File: src/rtl/data_selector_arbiter.sv
// data_selector_arbiter
//   Two-port round-robin arbiter/sequencer in front of one 4x8 data_selector.
//   Requesters A and B issue STORE / FETCH / DIRECT; the block drives the
//   selector strobes for the required cycles, captures the selector output
//   and returns it to the owner with a one-cycle done pulse.
//
// Ports:
//   clk_i, rst_i                  clock, synchronous active-high reset
//   req_*_i, op_*_i, adr_*_i,     request (held until gnt), op 00 none,
//   wdata_*_i                     01 STORE, 10 FETCH, 11 DIRECT
//   gnt_*_o                       one-cycle grant pulse (fields captured)
//   done_*_o, rdata_*_o           one-cycle completion pulse, result data
//   ds_data_o, ds_adr_o           selector data_i / adr_i
//   ds_read_sig_o                 selector read_sig_i (load cell)
//   ds_write_sig_o                selector write_sig_i (present cell)
//   ds_data_i                     selector data_o
module data_selector_arbiter #(
    parameter int DATA_W    = 8,
    parameter int ADR_W     = 2,
    parameter int FETCH_LAT = 1
) (
    input  logic              clk_i,
    input  logic              rst_i,
    input  logic              req_a_i,
    input  logic [1:0]        op_a_i,
    input  logic [ADR_W-1:0]  adr_a_i,
    input  logic [DATA_W-1:0] wdata_a_i,
    input  logic              req_b_i,
    input  logic [1:0]        op_b_i,
    input  logic [ADR_W-1:0]  adr_b_i,
    input  logic [DATA_W-1:0] wdata_b_i,
    output logic              gnt_a_o,
    output logic              gnt_b_o,
    output logic              done_a_o,
    output logic              done_b_o,
    output logic [DATA_W-1:0] rdata_a_o,
    output logic [DATA_W-1:0] rdata_b_o,
    output logic [DATA_W-1:0] ds_data_o,
    output logic [ADR_W-1:0]  ds_adr_o,
    output logic              ds_read_sig_o,
    output logic              ds_write_sig_o,
    input  logic [DATA_W-1:0] ds_data_i
);

    localparam logic [1:0] S_IDLE  = 2'd0;
    localparam logic [1:0] S_ISSUE = 2'd1;
    localparam logic [1:0] S_WAIT  = 2'd2;
    localparam logic [1:0] S_DONE  = 2'd3;

    localparam logic [1:0] OP_NONE   = 2'b00;
    localparam logic [1:0] OP_STORE  = 2'b01;
    localparam logic [1:0] OP_FETCH  = 2'b10;

    localparam logic [1:0] LAT = 2'(FETCH_LAT);

    logic [1:0] state;
    logic [1:0] op_q;
    logic       owner;       // 0 = A, 1 = B
    logic       last_owner;  // 0 = A, 1 = B
    logic [1:0] cnt;

    logic              valid_a, valid_b, pick_b, finish;
    logic [1:0]        sel_op;
    logic [ADR_W-1:0]  sel_adr;
    logic [DATA_W-1:0] sel_wdata;

    always_comb begin
        valid_a   = req_a_i && (op_a_i != OP_NONE);
        valid_b   = req_b_i && (op_b_i != OP_NONE);
        // On a tie the port that did not own the previous operation wins.
        pick_b    = valid_b && (!valid_a || !last_owner);
        sel_op    = pick_b ? op_b_i    : op_a_i;
        sel_adr   = pick_b ? adr_b_i   : adr_a_i;
        sel_wdata = pick_b ? wdata_b_i : wdata_a_i;
        // Last cycle of the active phase: the next edge enters DONE.
        finish    = ((state == S_ISSUE) && ((op_q == OP_STORE) || (FETCH_LAT == 0)))
                 || ((state == S_WAIT) && (cnt == 2'd1));
    end

    always_ff @(posedge clk_i) begin
        if (rst_i) begin
            state          <= S_IDLE;
            op_q           <= OP_NONE;
            owner          <= 1'b0;
            last_owner     <= 1'b1;
            cnt            <= 2'd0;
            gnt_a_o        <= 1'b0;
            gnt_b_o        <= 1'b0;
            done_a_o       <= 1'b0;
            done_b_o       <= 1'b0;
            rdata_a_o      <= '0;
            rdata_b_o      <= '0;
            ds_data_o      <= '0;
            ds_adr_o       <= '0;
            ds_read_sig_o  <= 1'b0;
            ds_write_sig_o <= 1'b0;
        end else begin
            gnt_a_o  <= 1'b0;
            gnt_b_o  <= 1'b0;
            done_a_o <= 1'b0;
            done_b_o <= 1'b0;

            case (state)
                S_IDLE: begin
                    if (valid_a || valid_b) begin
                        owner          <= pick_b;
                        op_q           <= sel_op;
                        gnt_a_o        <= !pick_b;
                        gnt_b_o        <= pick_b;
                        // The ds registers double as the latched adr/wdata.
                        ds_adr_o       <= sel_adr;
                        ds_data_o      <= sel_wdata;
                        ds_read_sig_o  <= sel_op[0];
                        ds_write_sig_o <= sel_op[1];
                        state          <= S_ISSUE;
                    end
                end
                S_ISSUE: begin
                    cnt   <= LAT;
                    state <= S_WAIT;
                    // A FETCH must not reload the cell while waiting.
                    if (op_q == OP_FETCH) ds_read_sig_o <= 1'b0;
                end
                S_WAIT: begin
                    cnt <= cnt - 2'd1;
                end
                S_DONE: begin
                    last_owner <= owner;
                    cnt        <= 2'd0;
                    state      <= S_IDLE;
                end
                default: state <= S_IDLE;
            endcase

            // Entering DONE overrides the phase transitions above.
            if (finish) begin
                state          <= S_DONE;
                ds_data_o      <= '0;
                ds_adr_o       <= '0;
                ds_read_sig_o  <= 1'b0;
                ds_write_sig_o <= 1'b0;
                if (owner) done_b_o <= 1'b1;
                else       done_a_o <= 1'b1;
                if (op_q != OP_STORE) begin
                    if (owner) rdata_b_o <= ds_data_i;
                    else       rdata_a_o <= ds_data_i;
                end
            end
        end
    end

endmodule

File: config.mk
export PLATFORM = sky130hd
export DESIGN_NAME = data_selector_arbiter
export DESIGN_NICKNAME = d
export VERILOG_FILES = /design/src/rtl/data_selector_arbiter.sv
export SDC_FILE = /design/constraint.sdc
export NUM_CORES = 1
export LEC_CHECK = 0
export CAP_MARGIN = 20
export CORE_UTILIZATION = 44
export DETAILED_ROUTE_END_ITERATION = 12
export PLACE_DENSITY = 0.86
export SLEW_MARGIN = 10
export SYNTH_ARGS = -nofsm -noshare
export SYNTH_HDL_FRONTEND = slang
export SYNTH_SLANG_ARGS = --single-unit
File: constraint.sdc
create_clock -name clk_i -period 1.7 [get_ports clk_i]
set_input_delay 0.255 -clock clk_i [delete_from_list [all_inputs] [get_ports clk_i]]
set_output_delay 0.255 -clock clk_i [all_outputs]
set_load 0.03 [all_outputs]
* Word-level counts from Yosys, hierarchy flattened
Cells that the tools add are included.
W data, S select, Z words.
** Storage, ports and cells
- Register bits :: 40
- Output and inout bits :: 32
** Operators by class
- Add/sub/neg operators :: 1
- Equal/unequal tests :: 10
- Multiplexer cells :: 12
- Bitwise operators :: 4
- Reduce and logical (&&, ||, !) cells :: 25
** Operators by type and width (count)
- $pmux W2 S3 :: 2
- $reduce_and A3 Y1 :: 3
- $mux W2 :: 4
- $mux W8 :: 1
- $eq A2 B1 Y1 const B :: 3
- $eq A2 B2 Y1 const B :: 3
- $reduce_bool A2 Y1 :: 3
- $logic_and A1 B1 Y1 :: 5
- $mux W1 :: 4
- $ne A2 B1 Y1 const B :: 2
- $not A1 Y1 :: 4
- $reduce_and A2 Y1 :: 2
- $reduce_bool A4 Y1 :: 1
- $reduce_or A2 Y1 :: 2
- $logic_not A1 Y1 :: 3
- $logic_or A1 B1 Y1 :: 3
- $ne A3 B3 Y1 const B :: 1
- $reduce_bool A3 Y1 :: 1
- $reduce_or A3 Y1 :: 1
- $logic_not A2 Y1 :: 1
- $ne A2 B2 Y1 const B :: 1
- $pmux W1 S2 :: 1
- $sub A2 B1 Y2 const B :: 1

* Longest topological paths before layout
Gate-level depths: netlist of the first run.
- Word-level depth :: 8
- Depth in mapped cells :: 7
- Gate-level depth less buffers :: 6

* Worst setup path after synthesis of the first run
OpenSTA, ideal clock, no wires.
- Path kind :: register to register
- From :: reg state[0]
- To :: reg ds_adr_o[1]
- Setup time :: 0.129 ns
- Data arrival time :: 1.360 ns
- Data required time :: 1.571 ns
- Setup slack :: 0.211 ns
- Stages on the path, launching flop included :: 7
- Path buffers :: 2
- Path through :: dfxtp_1 inv_1 ha_1 buf_2 a21boi_4 buf_2 a211oi_2
** Between the ends
- Cells in the longest elaborated chain, start to end :: 4
- Elaborated cells on any way between the ends :: 8
- Those cells by class :: eq/ne: 2; reduce/logical: 6
** RTL lines
- start: declaration :: line 56 : logic [1:0] state;
- start signal: assignment :: line 82 : state <= S_IDLE;
- start signal: assignment :: line 115 : state <= S_ISSUE;
- start signal: assignment :: line 120 : state <= S_WAIT;
- $eq A2 B1 Y1 / $eq A2 B2 Y1 (equally long branches) :: line 76, 77
- $logic_and A1 B1 Y1, on equally long branches :: line 76, 77
- $logic_or A1 B1 Y1 :: line 77 : || ((state == S_WAIT) && (cnt == 2'd1));
- $reduce_or A2 Y1 (no line)
- end signal: assignment :: line 111 : ds_adr_o <= sel_adr;
- end: declaration :: line 39 : output logic [ADR_W-1:0] ds_adr_o,
Parallel ways exist; a longest one is shown, timed or not.
A chain may end at the register's enable or synchronous reset.

* Final worst setup path of the first run
- From :: reg rdata_a_o[6]
- To :: out rdata_a_o[6]
** RTL lines
- start: declaration :: line 36 : output logic [DATA_W-1:0] rdata_a_o,
- start signal: assignment :: line 146 : else rdata_a_o <= ds_data_i;
No word-level cell between the ends.

==> metrics list, run 1 <==
- Clock latency of the later-clocked register in the worst-skew pair: 0.28 ns
- Sw Ratio: 37.1%
- Number of top-level pins: 68
- Fraction of registers with async set or reset after synthesis: 0%
- Clock transition at the register clock pins on the worst setup and hold paths after CTS: 0.07 ns
- After layout, the worst path uses 92.6% of the clock period.
- Summing the sequential cell areas from Yosys gives 44.1% of the chip area.
- The worst setup path is captured at a primary output.
* Routed Wire Length: 3950 um
* Post-layout net count: 291
- Floorplan die height: 66.2 um
- Counting the buffers created by CTS gives 5.
* Required @ worst endpoint: 1.44 ns
- Counting distinct cell types in the post-synthesis netlist gives 39.
- Cell with the largest stage delay on the worst path: sky130_fd_sc_hd__clkdlybuf4s50_1
* Crit path launch type: register
- Type of the worst setup path: reg2out
- Root buffer cell: sky130_fd_sc_hd__clkbuf_8
* Hold Crit Class: reg2reg
* Max frequency: 635 MHz
- Internal power comes to 0.00221 W.
* Synthesis-stage register bit count: 40
- Global routing consumed, on the met2 layer, 30.2% of the routing resources.
* CTS HTree Levels: 2
- Timing analysis after detailed placement gives a worst setup slack of -0.0494 ns.
- Entering global routing, the biggest net connects 25 pins.
- Clock tree synthesis found a total of 40 sinks.
* Largest vdd supply drop: 0.650 mV
* Average size of a mapped cell: 10.4 sq um
- The kind of cell with the highest combined delay along the critical path is buffers and inverters.
- After clock tree synthesis, the setup repair step added 0 buffers.
- Final Skew: 0.00607 ns
- The repair_antennas step left the layout with diodes totalling 0.
* Post-cts repair resize count: 0
- In the global route stage, met3 resource usage came out at 7.41%.
* Starting density of the core: 47.8%
- Counting every instance in the synthesized netlist gives 174.
* Max-slew violation count: 0
- Top_reg_cell synth: sky130_fd_sc_hd__dfxtp_1
* Number of global-route vias before repair: 1395
- Of all nets on the critical path, the largest fanout is 2.
- Busiest grt layer: met2
- Number of standard-cell rows in the floorplan: 22
- The initial antenna violation count came to 0.
- Max-cap violations: 0
- Combinational logic burns 48.2% of the power.
- The run finished with clean final reports.
- Delay of the slowest critical-path stage: 0.70 ns
* P&R area growth vs syn: 47.1%
* Average routed wire per standard cell: 13.3 um
* Met1 GRT Util: 23.2%
- Final design utilization: 70.3%
- For this design the total switching power over the nets is 0.00130 W.
* First-iteration detailed-routing DRC count: 59
- The analysis attributes to cell leakage a power of 1.09 nW.
- Aggregate global-route resource usage: 18.9%
- Horiz. Die Dim: 66.2 um
* Clock period minus final worst setup slack: 1.57 ns
- Yosys printed 0 warnings.
- The finished cells cover 2670 sq um.
* Series of cell instances along the critical path: clkdlybuf4s50_1
- Synthesis produced a netlist with a net count of 215.
* Slew at the pin closest to its max-slew limit: 0.383 ns
* Core region area: 3800 sq um
* Clock power frac: 15.6%
- Routability-driven placement congestion ratio: 0.893
* Bufs on Longest Clock Path: 2
* Combined buffer and inverter count along the critical path: 1
* Arrival time worst endpoint: 1.32 ns
- For the final routed database, the setup TNS stands at 0 ns.
- Setup violations remaining at the end of the flow were counted as 0.
- The first TritonRoute pass finished after 4 iterations.
* Residual DRC: 0
- Hold repair after CTS inserted 0 buffers.
- Post-Syn Area: 1820 sq um
* Total number of vias: 1497
- Number of synthesized flops with an enable pin: 0
- Global-route wire length before repair: 6300 um
- Gr ovfl total: 0
- TritonCTS built the clock tree.
* Fraction of final layout cells sized beyond drive strength 1: 16.5%
- Slew headroom: 74.4%
- Power per cell area: 1310 nW/um^2
- Share of total power in sequential cells: 36.2%
- Via-to-Cell Ratio: 5.06
* Total placed instance area: 2570 sq um
- Unrepaired setup endpoints after global routing: no
- Die footprint: 4390 sq um
* Post-layout worst setup margin: 0.126 ns
- Final ANT Viol Nets: 0
- Power comes to 0.00351 W.
- Hpwl dp: 2910 um
- I/O Buffers: 67
- The count of endpoints failing hold in the final timing report is 0.
[power by group through the flow]
stage                     Sequential [W]  Clock [W]  Combinational, W
after floorplan                  0.00151          0          0.000825
after global placement           0.00127          0           0.00163
after detailed placement         0.00127          0           0.00165
after CTS                        0.00126   0.000558           0.00166
after global routing             0.00129   0.000608           0.00183
final                            0.00127   0.000546           0.00169
[registers in the layout, summed over array words and instances, names as in the netlist]
signal	count
cnt	2
rdata_b_o	8
op_q	2
ds_read_sig_o	1
state	2
owner	1
rdata_a_o	8
last_owner	1
ds_adr_o	2
done_b_o	1
ds_write_sig_o	1
done_a_o	1
gnt_b_o	1
gnt_a_o	1
ds_data_o	8
[placed cells by master, fill, tap and decap left out, types with 2 or more instances in the layout]
cell type / instances
sky130_fd_sc_hd__a21oi_1: 4
sky130_fd_sc_hd__inv_1: 4
sky130_fd_sc_hd__dfxtp_1: 38
sky130_fd_sc_hd__nor2_1: 32
sky130_fd_sc_hd__clkbuf_8: 5
sky130_fd_sc_hd__a211oi_2: 10
sky130_fd_sc_hd__nand2_1: 5
sky130_fd_sc_hd__ha_1: 2
sky130_fd_sc_hd__ha_2: 2
sky130_fd_sc_hd__a31oi_1: 2
sky130_fd_sc_hd__a211oi_1: 2
sky130_fd_sc_hd__clkdlybuf4s50_1: 67
sky130_fd_sc_hd__o21ai_0: 2
sky130_fd_sc_hd__nand4_1: 2
sky130_fd_sc_hd__and3_1: 2
sky130_fd_sc_hd__dfxtp_2: 2
sky130_fd_sc_hd__nand2b_1: 2
sky130_fd_sc_hd__and3_2: 2
sky130_fd_sc_hd__buf_4: 10
sky130_fd_sc_hd__mux2i_1: 31
[synthesized netlist by cell type (2+ instances only)]
cell type	n	area share [%]
sky130_fd_sc_hd__a21oi_1	4	1.1
sky130_fd_sc_hd__nor3b_1	2	0.83
sky130_fd_sc_hd__a31oi_1	2	0.69
sky130_fd_sc_hd__ha_1	5	3.4
sky130_fd_sc_hd__o21ai_0	2	0.55
sky130_fd_sc_hd__clkbuf_1	3	0.62
sky130_fd_sc_hd__nand2_1	5	1.0
sky130_fd_sc_hd__buf_2	2	0.55
sky130_fd_sc_hd__a211oi_2	10	6.9
sky130_fd_sc_hd__nand4_1	2	0.69
sky130_fd_sc_hd__a211oi_1	2	0.83
sky130_fd_sc_hd__dfxtp_1	40	44
sky130_fd_sc_hd__inv_1	4	0.83
sky130_fd_sc_hd__and3_2	2	0.83
sky130_fd_sc_hd__and3_1	2	0.69
sky130_fd_sc_hd__buf_4	2	0.83
sky130_fd_sc_hd__nand2b_1	2	0.69
sky130_fd_sc_hd__nor2_1	32	6.6
sky130_fd_sc_hd__mux2i_1	31	17
[cell families after synthesis]
family / share of synthesized area (%)
AND/OR/NAND/NOR: 15.1
flip-flops: 44.1
buffers and inverters: 4.55
adder cells (fa/ha/maj): 3.45
AO/OA/AOI/OAI: 15.7
multiplexers: 17.1
[layer usage]
metal | vias to the layer above | routed length, um
met2 | 62 | 1730
met5 | - | 0
met4 | 0 | 38
met3 | 6 | 374
li1 | 760 | -
met1 | 669 | 1800
[through the flow]
step / std cells / hold slack [ns]
6_report: 296 / 0.498
5_1_grt: 296 / 0.527
4_1_cts: 296 / 0.499
3_5_place_dp: 291 / 0.487
3_3_place_gp: 291 / 0.469
2_1_floorplan: 174 / 0.399
[path summary, 6_finish.rpt]
path | depth (start not counted) | endpoint | startpoint | slack, ns
max reg2reg | 6 | ds_adr_o[0]$_SDFFE_PP0P_ | state[0]$_SDFFE_PP0P_ | 0.16
min | 2 | rdata_b_o[5]$_SDFFE_PP0P_ | rdata_b_o[5]$_SDFFE_PP0P_ | 0.50
max | 1 | rdata_a_o[6] | rdata_a_o[6]$_SDFFE_PP0P_ | 0.13
min reg2reg | 2 | rdata_b_o[5]$_SDFFE_PP0P_ | rdata_b_o[5]$_SDFFE_PP0P_ | 0.50
[layout make-up]
cell class | instances | area, sq um
Fill cell | 304 | 1130
Multi-Input combinational cell | 121 | 957
Timing Repair Buffer | 78 | 766
Tap cell | 48 | 60.1
Inverter | 4 | 15.0
Sequential cell | 40 | 803
Clock buffer | 5 | 68.8
Power figures use the tool's default switching activity.
==> inputs of run 2 (changes only) <==
--- a/config.mk
+++ b/config.mk
@@ -8,6 +8,7 @@
 export CAP_MARGIN = 20
 export CORE_UTILIZATION = 44
 export DETAILED_ROUTE_END_ITERATION = 12
+export HOLD_SLACK_MARGIN = 0.08
 export PLACE_DENSITY = 0.86
 export SLEW_MARGIN = 10
 export SYNTH_ARGS = -nofsm -noshare
==> results of run 2 <==
Final layout, timing and power as in run 1 (identical DEF).
